[src/rtl/line_burst_ctrl.sv]
// rtl/line_burst_ctrl.sv - cache-line refill/writeback burst sequencer for the sram-to-AXI bridge
module line_burst_ctrl #(
    parameter int LINE_WORDS = 8,
    parameter int IDXW       = $clog2(LINE_WORDS)
) (
    input  logic            clk,
    input  logic            resetn,
    input  logic            rd_req,
    input  logic [31:0]     rd_addr,
    output logic [31:0]     rd_word,
    output logic            rd_word_valid,
    output logic [IDXW-1:0] rd_word_idx,
    output logic            rd_done,
    input  logic            wr_req,
    input  logic [31:0]     wr_addr,
    output logic [IDXW-1:0] wr_data_idx,
    input  logic [31:0]     wr_data,
    output logic            wr_done,
    output logic            busy,
    output logic [3:0]      reqType,
    output logic            req,
    output logic            wr,
    output logic [1:0]      size,
    output logic [31:0]     addr,
    output logic [31:0]     sram_wdata,
    input  logic [31:0]     sram_rdata,
    input  logic            addr_ok,
    input  logic            data_ok,
    input  logic            wb_ok,
    output logic [7:0]      burst_len,
    output logic [2:0]      burst_size,
    output logic [1:0]      burst_type,
    output logic            burst_wlast,
    output logic            addr_awvalid
);

    typedef enum logic [2:0] {
        IDLE    = 3'd0,
        RD_ADDR = 3'd1,
        RD_DATA = 3'd2,
        WR_ADDR = 3'd3,
        WR_DATA = 3'd4,
        WR_RESP = 3'd5
    } state_t;

    localparam logic [IDXW-1:0] LAST_IDX  = IDXW'(LINE_WORDS - 1);
    localparam logic [31:0]     LINE_MASK = ~32'(LINE_WORDS * 4 - 1);

    state_t          state_q;
    state_t          state_d;
    logic [IDXW-1:0] cnt_q;
    logic [31:0]     addr_q;
    logic            last;

    assign last = (cnt_q == LAST_IDX);

    always_ff @(posedge clk or negedge resetn) begin
        if (!resetn) begin
            state_q <= IDLE;
            cnt_q   <= '0;
            addr_q  <= '0;
        end else begin
            state_q <= state_d;
            if (state_q == IDLE) begin
                // Writeback wins so the victim leaves before the refill overwrites its slot
                if (wr_req) begin
                    addr_q <= wr_addr & LINE_MASK;
                    cnt_q  <= '0;
                end else if (rd_req) begin
                    addr_q <= rd_addr & LINE_MASK;
                    cnt_q  <= '0;
                end
            end else if ((state_q == RD_DATA || state_q == WR_DATA) && data_ok) begin
                cnt_q <= cnt_q + 1'b1;
            end
        end
    end

    always_comb begin
        state_d = state_q;
        case (state_q)
            IDLE: begin
                if (wr_req)      state_d = WR_ADDR;
                else if (rd_req) state_d = RD_ADDR;
            end
            RD_ADDR: if (addr_ok)         state_d = RD_DATA;
            RD_DATA: if (data_ok && last) state_d = IDLE;
            WR_ADDR: if (addr_ok)         state_d = WR_DATA;
            WR_DATA: if (data_ok && last) state_d = WR_RESP;
            WR_RESP: if (wb_ok)           state_d = IDLE;
            default:                      state_d = IDLE;
        endcase
    end

    always_comb begin
        req           = 1'b0;
        wr            = 1'b0;
        addr_awvalid  = 1'b0;
        burst_wlast   = 1'b0;
        rd_word_valid = 1'b0;
        rd_done       = 1'b0;
        wr_done       = 1'b0;
        case (state_q)
            RD_ADDR: req = 1'b1;
            RD_DATA: begin
                rd_word_valid = data_ok;
                rd_done       = data_ok && last;
            end
            WR_ADDR: begin
                addr_awvalid = 1'b1;
                wr           = 1'b1;
            end
            WR_DATA: begin
                req         = 1'b1;
                wr          = 1'b1;
                burst_wlast = last;
            end
            // wr stays high here: the bridge only honours wb_ok while wr is set
            WR_RESP: begin
                wr      = 1'b1;
                wr_done = wb_ok;
            end
            default: ;
        endcase
    end

    assign busy        = (state_q != IDLE);
    assign addr        = addr_q;
    assign rd_word     = sram_rdata;
    assign rd_word_idx = cnt_q;
    assign wr_data_idx = cnt_q;
    assign sram_wdata  = wr_data;
    assign reqType     = 4'b0000;
    assign size        = 2'b10;
    assign burst_len   = 8'(LINE_WORDS - 1);
    assign burst_size  = 3'b010;
    assign burst_type  = 2'b01;

endmodule
[config.mk]
export PLATFORM = sky130hd
export DESIGN_NAME = line_burst_ctrl
export DESIGN_NICKNAME = d
export VERILOG_FILES = /design/src/rtl/line_burst_ctrl.sv
export SDC_FILE = /design/constraint.sdc
export NUM_CORES = 1
export LEC_CHECK = 0
export CAP_MARGIN = 20
export CORE_AREA = 2 2 102 104
export CTS_BUF_LIST = sky130_fd_sc_hd__clkbuf_8
export CTS_CLUSTER_SIZE = 40
export DETAILED_ROUTE_END_ITERATION = 16
export DIE_AREA = 0 0 104 106
export GPL_TIMING_DRIVEN = 0
export PLACE_DENSITY = 0.74
export SLEW_MARGIN = 0
export SYNTH_ARGS = -nofsm -noshare
export SYNTH_HDL_FRONTEND = slang
export SYNTH_SLANG_ARGS = --single-unit
[constraint.sdc]
create_clock -name clk -period 2 [get_ports clk]
set_input_delay 0.4 -clock clk [delete_from_list [all_inputs] [get_ports clk]]
set_output_delay 0.4 -clock clk [all_outputs]
set_load 0.05 [all_outputs]
==> key figures <==
Status
  – Outcome: completed

Clocking
  – Clock buffer depth: 2
  – CTS clk-pin slew, worst paths: 0.07 ns
  – CTS buffer count: 5
  – TritonCTS clock tree: yes
  – Root Driver: clkbuf_8
  – Clk_lat worst skew: 0.28 ns
  – CTS Hold Bufs: 0
  – H-tree Lvls: 2
  – Cts repair resizes: 45
  – Setup bufs post-CTS: 0
  – Num Clock Sinks: 33

Logic synthesis
  – Post-Synth Adder-Cell Area: 0.9643%
  – Largest family of logic cells by synthesized area: buffers and inverters
  – Commonest cells in the synthesized netlist: 91 x buf_4, 35 x mux2_2, 33 x dfrtp_1, 20 x mux2_4, 5 x nor2_1
  – Yosys warning count: 0
  – Syn Inst Count: 236
  – Simple-gate share of the synthesized area: 6.316%
  – Post-synth EDFFs: 0
  – Leading area contributor after synthesis: dfrtp_1
  – Compound-Gate Fraction of Synth Area: 3.616%
  – Post-Syn Area: 2595 um2
  – Synth Register Bits: 33
  – Top-count cell post-synth: buf_4
  – Ys async rst share: 100.0%
  – Post-synth top area share: 31.82%
  – Synth unique cells: 36
  – Post-synthesis mux area share: 27.15%
  – Share of the synthesized netlist area taken by xor and xnor gates: 0.6750%
  – Most used DFF post-synth: dfrtp_1
  – Avg Synthesized Cell Area: 11.00 um2
  – Top cells by area, synth: dfrtp_1 32%, buf_4 26%, mux2_2 15%, mux2_4 12%, buf_12 1.5%
  – Fraction of the yosys area taken by sequential cells: 31.82%

Worst setup path
  – CP startpoint kind: flop
  – CP Cell Sequence: clkdlybuf4s50_1
  – Largest delay share family, worst path: buffers and inverters
  – R2R depth: 4
  – WP buf/inv: 1
  – CP Max Fanout: 4
  – Crit path arrival time: 1.53 ns
  – Worst reg-to-reg setup slack: 0.25 ns
  – WP depth: 1
  – Worst EP required: 1.60 ns
  – FF-to-FF End: addr[28]
  – Setup crit end kind: output port
  – Reg2reg start: state_q[0]
  – Slowest library cell on the worst path: clkdlybuf4s50_1
  – Worst Setup SP: rd_word_idx[2]
  – WS Path Type: flop to output port
  – CP max stage delay: 0.83 ns
  – CP endpoint: rd_word_idx[2]

Global routing
  – Initial antenna violation count: 0
  – Total track usage: 12.01%
  – First-pass GRT wire length: 10,800 um
  – Grt total ovfl: 0
  – Number of global-route vias before repair: 2,238
  – Largest net degree at the start of global routing: 34

Pwr
  – Sw Pwr: 2.973 mW
  – Combinational Power Share: 71.0%
  – Worst VDD drop: 0.0007241 V
  – Power density cells: 1300 nW/um2
  – Seq pwr share: 20.7%
  – Switching share of power: 49.81%
  – Clock power frac: 8.3%
  – Leakage power: 2.118 nW
  – Internal power: 2.995 mW

Routing
  – Via density: 4.004
  – Number of DRC markers in iteration 0: 26
  – Detail Route Antenna Nets: 0
  – Drt total wl: 7112 um
  – Drc violations: 0
  – Routed via count: 2,270
  – 1st-pass router iterations: 4
  – WL per Instance: 12.54 um

Placed design
  – Port Buffers: 165
  – Routability cong.: 0.7415
  – Placed instance area: 4509 um2
  – Final HPWL DP: 5856 um

Timing
  – Final worst clock skew: 0.003926 ns
  – Worst Tran Pin Value: 0.7493 ns
  – Hold WS: 0.1833 ns
  – Fmax: 0.5188 GHz
  – Total negative slack: 0 ns
  – Final number of setup-violating endpoints: 0
  – Tmin final: 1.927 ns
  – Slew Limit Fails: 0
  – Slew Limit Headroom: 50.05%
  – Fin crit share: 96.37%
  – RSZ-0062 raised after global routing: no
  – Final Hold Viols: 0

Die
  – Die Y: 106 um
  – Core Footprint: 10000 um2
  – Starting Density: 25.95%
  – Die extent in x: 104 um
  – FP Rows: 37
  – # IOs: 264
  – Die area: 11,020 um2

Final layout
  – N_diodes: 0
  – Area growth from synthesis to layout: 76.86%
  – Fin area: 4589 um2
  – Layout cells sized above 1: 41.53%
  – Final Net Count: 567

Hold path
  – Worst min path class: input port to async pin

Flow run
  – Number of max-cap violations: 0
routing by layer:
| layer | part of all wire, % | vias to the layer above | global-route usage (%) |
|---|---|---|---|
| met5 | 0 | - | 0 |
| met2 | 53 | 147 | 22.74 |
| met4 | 0.90 | 0 | 3.089 |
| met1 | 35 | 1050 | 12.36 |
| met3 | 11 | 6 | 4.660 |
| li1 | - | 1067 | - |
cell usage in the layout, fill, tap and decap left out, types with 2 or more instances in the layout:
cell / Yosys / final
clkdlybuf4s50_1: 0 / 151
buf_4: 91 / 94
mux2_2: 35 / 35
dfrtp_1: 33 / 31
conb_1: 2 / 24
mux2_4: 20 / 20
buf_2: 3 / 6
nor2_1: 5 / 5
clkbuf_8: 0 / 5
dlygate4sd2_1: 0 / 4
nand3_1: 3 / 3
nor3_1: 3 / 3
a21oi_1: 3 / 3
nor2b_1: 3 / 2
nand2b_2: 0 / 2
a211oi_1: 2 / 2
a21o_1: 2 / 2
buf_12: 2 / 2
clkbuf_2: 0 / 2
inv_1: 2 / 2
o21ai_0: 2 / 2
ha_1: 2 / 2
clkinv_2: 0 / 2
dfrtp_2: 0 / 2
cell type report:
cell class	instances	area, um2
clock buffer	5	68.82
tap	136	170.2
fill	950	5410
buffer	99	754.5
multi-input combinational	124	1120
clock inverter	3	17.52
inverter	2	7.507
sequential	33	828.3
timing repair buffer	165	1623
cell families (layout without fill, tap and decap cells):
logic type / Yosys count / count (layout)
buffers and inverters: 101 / 274
multiplexers: 56 / 56
flip-flops: 33 / 33
AND/OR/NAND/NOR: 26 / 26
AO/OA/AOI/OAI: 14 / 14
adder cells (fa/ha/maj): 2 / 2
other: 2 / 24
XOR/XNOR: 2 / 2
stage by stage:
| step | setup WS (ns) | total power [mW] | utilization (%) | cells |
|---|---|---|---|---|
| after floorplan | 0.004520 | 4.271 | - | 258 |
| after global placement | -0.6533 | 5.473 | 45.15 | 559 |
| after detailed placement | -0.6794 | 5.530 | 45.10 | 559 |
| after CTS | -0.002787 | 6.025 | 45.76 | 567 |
| after global routing | 0.001448 | 6.271 | 45.90 | 567 |
| final | 0.07262 | 5.968 | 45.90 | 567 |
flip-flops by register name (all words and copies together), names as in the netlist:
register     flops
addr            27
state_q          3
rd_word_idx      3
power by group through the flow:
stage | Combinational, mW | Clock [mW] | Sequential [mW]
finish | 4.24 | 0.498 | 1.23
global route | 4.42 | 0.562 | 1.29
CTS | 4.26 | 0.532 | 1.23
detailed placement | 4.30 | 0 | 1.23
global placement | 4.25 | 0 | 1.22
floorplan | 2.02 | 0 | 2.25
how the worst min path moves through the flow:
stage,from,endpoint,slack [ns],cells past startpoint
after floorplan,resetn,addr[10],0.10,0
after global placement,addr[10],addr[10],0.49,1
after detailed placement,addr[12],addr[12],0.49,1
after CTS,resetn,addr[14],0.20,1
after global routing,resetn,addr[17],0.23,1
final,resetn,addr[14],0.18,1
Power figures use the tool's default switching activity.
==> RTL edit 1, RTL diff (same settings) <==
Encoding of `state_t`: now one-hot (6 bits for 6 states).
--- a/src/rtl/line_burst_ctrl.sv
+++ b/src/rtl/line_burst_ctrl.sv
@@ -36,9 +36,9 @@
 
-    typedef enum logic [2:0] {
-        IDLE    = 3'd0,
-        RD_ADDR = 3'd1,
-        RD_DATA = 3'd2,
-        WR_ADDR = 3'd3,
-        WR_DATA = 3'd4,
-        WR_RESP = 3'd5
+    typedef enum logic [5:0] {
+        IDLE    = 6'b000001,
+        RD_ADDR = 6'b000010,
+        RD_DATA = 6'b000100,
+        WR_ADDR = 6'b001000,
+        WR_DATA = 6'b010000,
+        WR_RESP = 6'b100000
     } state_t;
Function: same outputs for any inputs over 4 cycles, from zero or initial values and one cycle with resetn low; so few cycles prove little.
==> RTL edit 1 against the unedited design <==
  * The flow now finishes with violations (setup timing)
  * Synthesized area is 1.2% lower
  * Design area is 1.1% higher
  * First-iteration DRC count up 81%
  * Die area is the same
  * Largest power group unchanged
  * Worst setup slack lost 0.15 ns
  * Critical endpoint is now rd_done
  * Sequential cell count is 3 higher
  * Wire length up 2.6%
  * Power down 2.7%
==> RTL edit 1: results (changes against the unedited design) <==
Global route
  • Total GRT Usage: 12.9% (was 12.0%)
  • Largest net degree at the start of global routing: 37 (was 34)
  • Met3 GRT Util: 5.40% (was 4.66%)
  • Vias in the first global route: 2461 (was 2238)
  • Met2 usage: 24.1% (was 22.7%)
  • Met1 usage: 13.2% (was 12.4%)

Finish
  • Share of cells above drive strength 1: 28.8% (was 41.5%)
  • NonClk Buf Share: 52.4% (was 51.8%)
  • Non-CTS buffers: 274 (was 264)
  • Area of the multi-input gates: 0.00103 mm² (was 0.00112 mm²)
  • Seq Cell Count: 36 (was 33)
  • Fillers: 966 (was 950)

Placed design
  • GP Congestion: 0.790 (was 0.742)
  • Dpl hpwl: 5910 µm (was 5860 µm)
  • # port buffers: 164 (was 165)
  • Pre-CTS setup slack: -0.412 ns (was -0.679 ns)
  • Cell Count Post-Placement: 595 (was 559)
  • Post-DP Area: 0.00448 mm² (was 0.00451 mm²)

Outcome
  • Failing checks: setup timing
  • Outcome: finished with violations (was completed)

CTS
  • # resized after CTS: 52 (was 45)
  • # Post-CTS Setup Buffers: 1 (was 0)

Setup path
  • Reg2reg start: rd_word_idx[0] (was state_q[0])
  • Largest fanout on the critical path: 6 (was 4)
  • Worst r2r path cells: 7 (was 4)
  • Crit path DAT: 1.67 ns (was 1.53 ns)
  • Worst r2r dst: state_q[2] (was addr[28])
  • R2R setup slack: 0.04 ns (was 0.25 ns)
  • CP startpoint: state_q[1] (was rd_word_idx[2])

Pwr
  • Switching power: 3030 µW (was 2970 µW)
  • Worst vdd ir: 484 µV (was 724 µV)
  • Lkg Pwr: 0.00223 µW (was 0.00212 µW)

STA
  • Slew @ Worst Pin: 0.838 ns (was 0.749 ns)
  • Hold WS: 0.212 ns (was 0.183 ns)
  • Final worst slack: -0.0728 ns (was 0.0726 ns)
  • Sum Neg Setup Slack: -0.203 ns (was 0 ns)
  • Setup-failing EPs final: 4 (was 0)

Synth
  • Register area share after synthesis: 35.2% (was 31.8%)
  • Number of distinct library cells after synthesis: 37 (was 36)
  • Syn Area/Cell: 9.39 µm² (was 11.0 µm²)

Drt
  • WL met1: 2480 µm (about the same)
  • Met3 WL: 819 µm (was 763 µm)
-- RTL edit 1: power by group through the flow --
stage                     combinational [µW]  sequential (µW)  clock (µW)
after floorplan                         1760             2240           0
after global placement                  3900             1270           0
after detailed placement                3950             1290           0
after CTS                               3950             1280         542
after global routing                    4290             1320         582
final                                   4010             1280         522
-- RTL edit 1: cells by family (layout without fill, tap and decap cells) --
| group | count (synthesis) | after routing | synth area share [%] |
|---|---|---|---|
| AOI/OAI and AO/OA | 42 | 42 | 10.6 |
| DFF | 36 | 36 | 35.2 |
| and+or+nand+nor | 50 | 50 | 10.2 |
| other | 2 | 24 | 0.293 |
| adders and majority gates | 2 | 2 | 0.976 |
| buffers and inverters | 108 | 286 | 30.0 |
| xor gates and xnor gates | 4 | 4 | 1.37 |
| muxes | 29 | 29 | 11.4 |
-- RTL edit 1: worst max-delay path: stages, from the launching register on --
cell	delay [ns]
dfrtp_1	0.37
buf_6	0.13
nor4_4	0.33
nand2_2	0.14
nor4_4	0.23
buf_6	0.19
==> RTL edit 2, RTL diff (same flow settings) <==
Without the edit above. Change the parameter `LINE_WORDS` from 8 to 4.
--- a/src/rtl/line_burst_ctrl.sv
+++ b/src/rtl/line_burst_ctrl.sv
@@ -2,3 +2,3 @@
 module line_burst_ctrl #(
-    parameter int LINE_WORDS = 8,
+    parameter int LINE_WORDS = 4,
     parameter int IDXW       = $clog2(LINE_WORDS)
Interface: changed (resized rd_word_idx and wr_data_idx); port bits go from 264 to 262. The function was not compared with the original's and may differ.
==> RTL edit 2 against the unedited design <==
  * Global-route usage shrank 0.25 points
  * Power fell by 6.0%
  * Design area decreased by 2.8%
  * Synthesized area down 5.0%
  * Cell count decreased by 1.4%
  * Sequential cell count unchanged
  * First-iteration DRC count rose by 120%
  * Wire length decreased by 2.7%
  * Worst setup slack better by 0.0059 ns
  * Utilization shrank 1.3 points
  * Critical endpoint is now burst_wlast
  * Largest power group unchanged
==> RTL edit 2: results (changes against the unedited design) <==
STA
  • Slew HR: 46.4% (was 50.0%)
  • Final clock skew: 0.00979 ns (was 0.00393 ns)

Placed design
  • GP Congestion: 0.678 (was 0.742)
  • # port buffers: 166 (was 165)
  • Dpl hpwl: 5770 µm (was 5860 µm)
  • Cell Count Post-Placement: 551 (was 559)

Setup path
  • R2R setup slack: 0.23 ns (was 0.25 ns)
  • Slowest CP cell: dfrtp_1 (was clkdlybuf4s50_1)

Finish
  • Largest register FFs: 28 (was 27)
  • Share of cells above drive strength 1: 36.2% (was 41.5%)
  • Nets: 558 (was 567)
  • Fillers: 958 (was 950)

Global route
  • Total GRT Usage: 11.8% (was 12.0%)
  • Global-route wire length before repair: 10700 µm (was 10800 µm)

Synth
  • Compound-Gate Fraction of Synth Area: 3.60% (was 3.62%)
  • Post-synthesis mux area share: 26.0% (was 27.1%)
  • Top post-synthesis cells by area: dfrtp_1 34%, buf_4 27%, mux2_2 15% (was dfrtp_1 32%, buf_4 26%, mux2_2 15%)
  • Synth Instances: 228 (was 236)
  • Post-Synth Adder-Cell Area: 0.508% (was 0.964%)
  • Register area share after synthesis: 33.5% (was 31.8%)
  • Post-Synth XOR/XNOR Area: 1.07% (was 0.675%)

Drt
  • Vias per Instance: 4.00 (about the same)
  • DR WL/cell: 12.4 µm (was 12.5 µm)

Outcome
  • Outcome: completed (unchanged)

Pwr
  • Worst vdd ir: 640 µV (was 724 µV)
  • Lkg Pwr: 0.00201 µW (was 0.00212 µW)
## RTL edit 2: kinds of logic after synthesis
logic type / after synthesis
AO/OA/AOI/OAI: 12
XOR/XNOR: 3
adder cells (fa/ha/maj): 1
buffers and inverters: 99
flip-flops: 33
multiplexers: 57
other: 2
AND/OR/NAND/NOR: 21
## RTL edit 2: worst reg2reg max path, cell delays in order (launching register included)
cell and delay, ns:
dfrtp_1 0.43, or3_4 0.45, nor2_8 0.24, buf_6 0.20, mux2_1 0.33
## RTL edit 2: through the flow
stage          util (%)  total power (µW)  worst slack (ns)  hold WS [ns]  cell area [µm²]
2_1_floorplan         -              3920             0.111         0.104             2560
3_3_place_gp       43.9              5130            -0.649         0.466             4390
3_5_place_dp       43.9              5180            -0.687         0.475             4390
4_1_cts            44.5              5680            -0.148         0.223             4450
5_1_grt            44.6              5930           0.00418         0.252             4460
6_report           44.6              5610            0.0785         0.201             4460
## RTL edit 2: path summary, 6_finish.rpt
kind / startpoint / endpoint / cells past startpoint
min in group clk: addr[25] / addr[25] / 1
hold / removal: resetn / addr[19] / 1
setup / recovery: state_q[1] / burst_wlast / 4
hold reg to reg: addr[25] / addr[25] / 1
setup reg to reg: state_q[0] / addr[26] / 4
max in group asynchronous: resetn / addr[31] / 1
## RTL edit 2: final cells by class
type,instances,share of cell area (%)
buffer,97,16.2
timing repair buffer,166,36.5
sequential,33,18.5
clock inverter,3,0.393
tap,136,3.81
multi-input combinational,117,22.9
clock buffer,5,1.54
inverter,2,0.168
## RTL edit 2: repair_timing
action | in CTS | in global routing
hold buffers | 0 | 0
resized for setup | 40 | 21
hold endpoints to repair | 0 | 0
endpoints found under the setup margin | 11 | 22
## RTL edit 2: routing by layer
metal  global-route usage [%]  vias up  routed length (µm)
met5                        0        -                   0
met4                     2.03        0                  34
met3                     4.90        4                 799
li1                         -     1040                   -
met1                     12.4     1046                2370
met2                     22.2      148                3720
## RTL edit 2: report_power, final
group	internal, µW	switching [µW]
logic	1470	2430
clock network	240	260
registers	1010	198
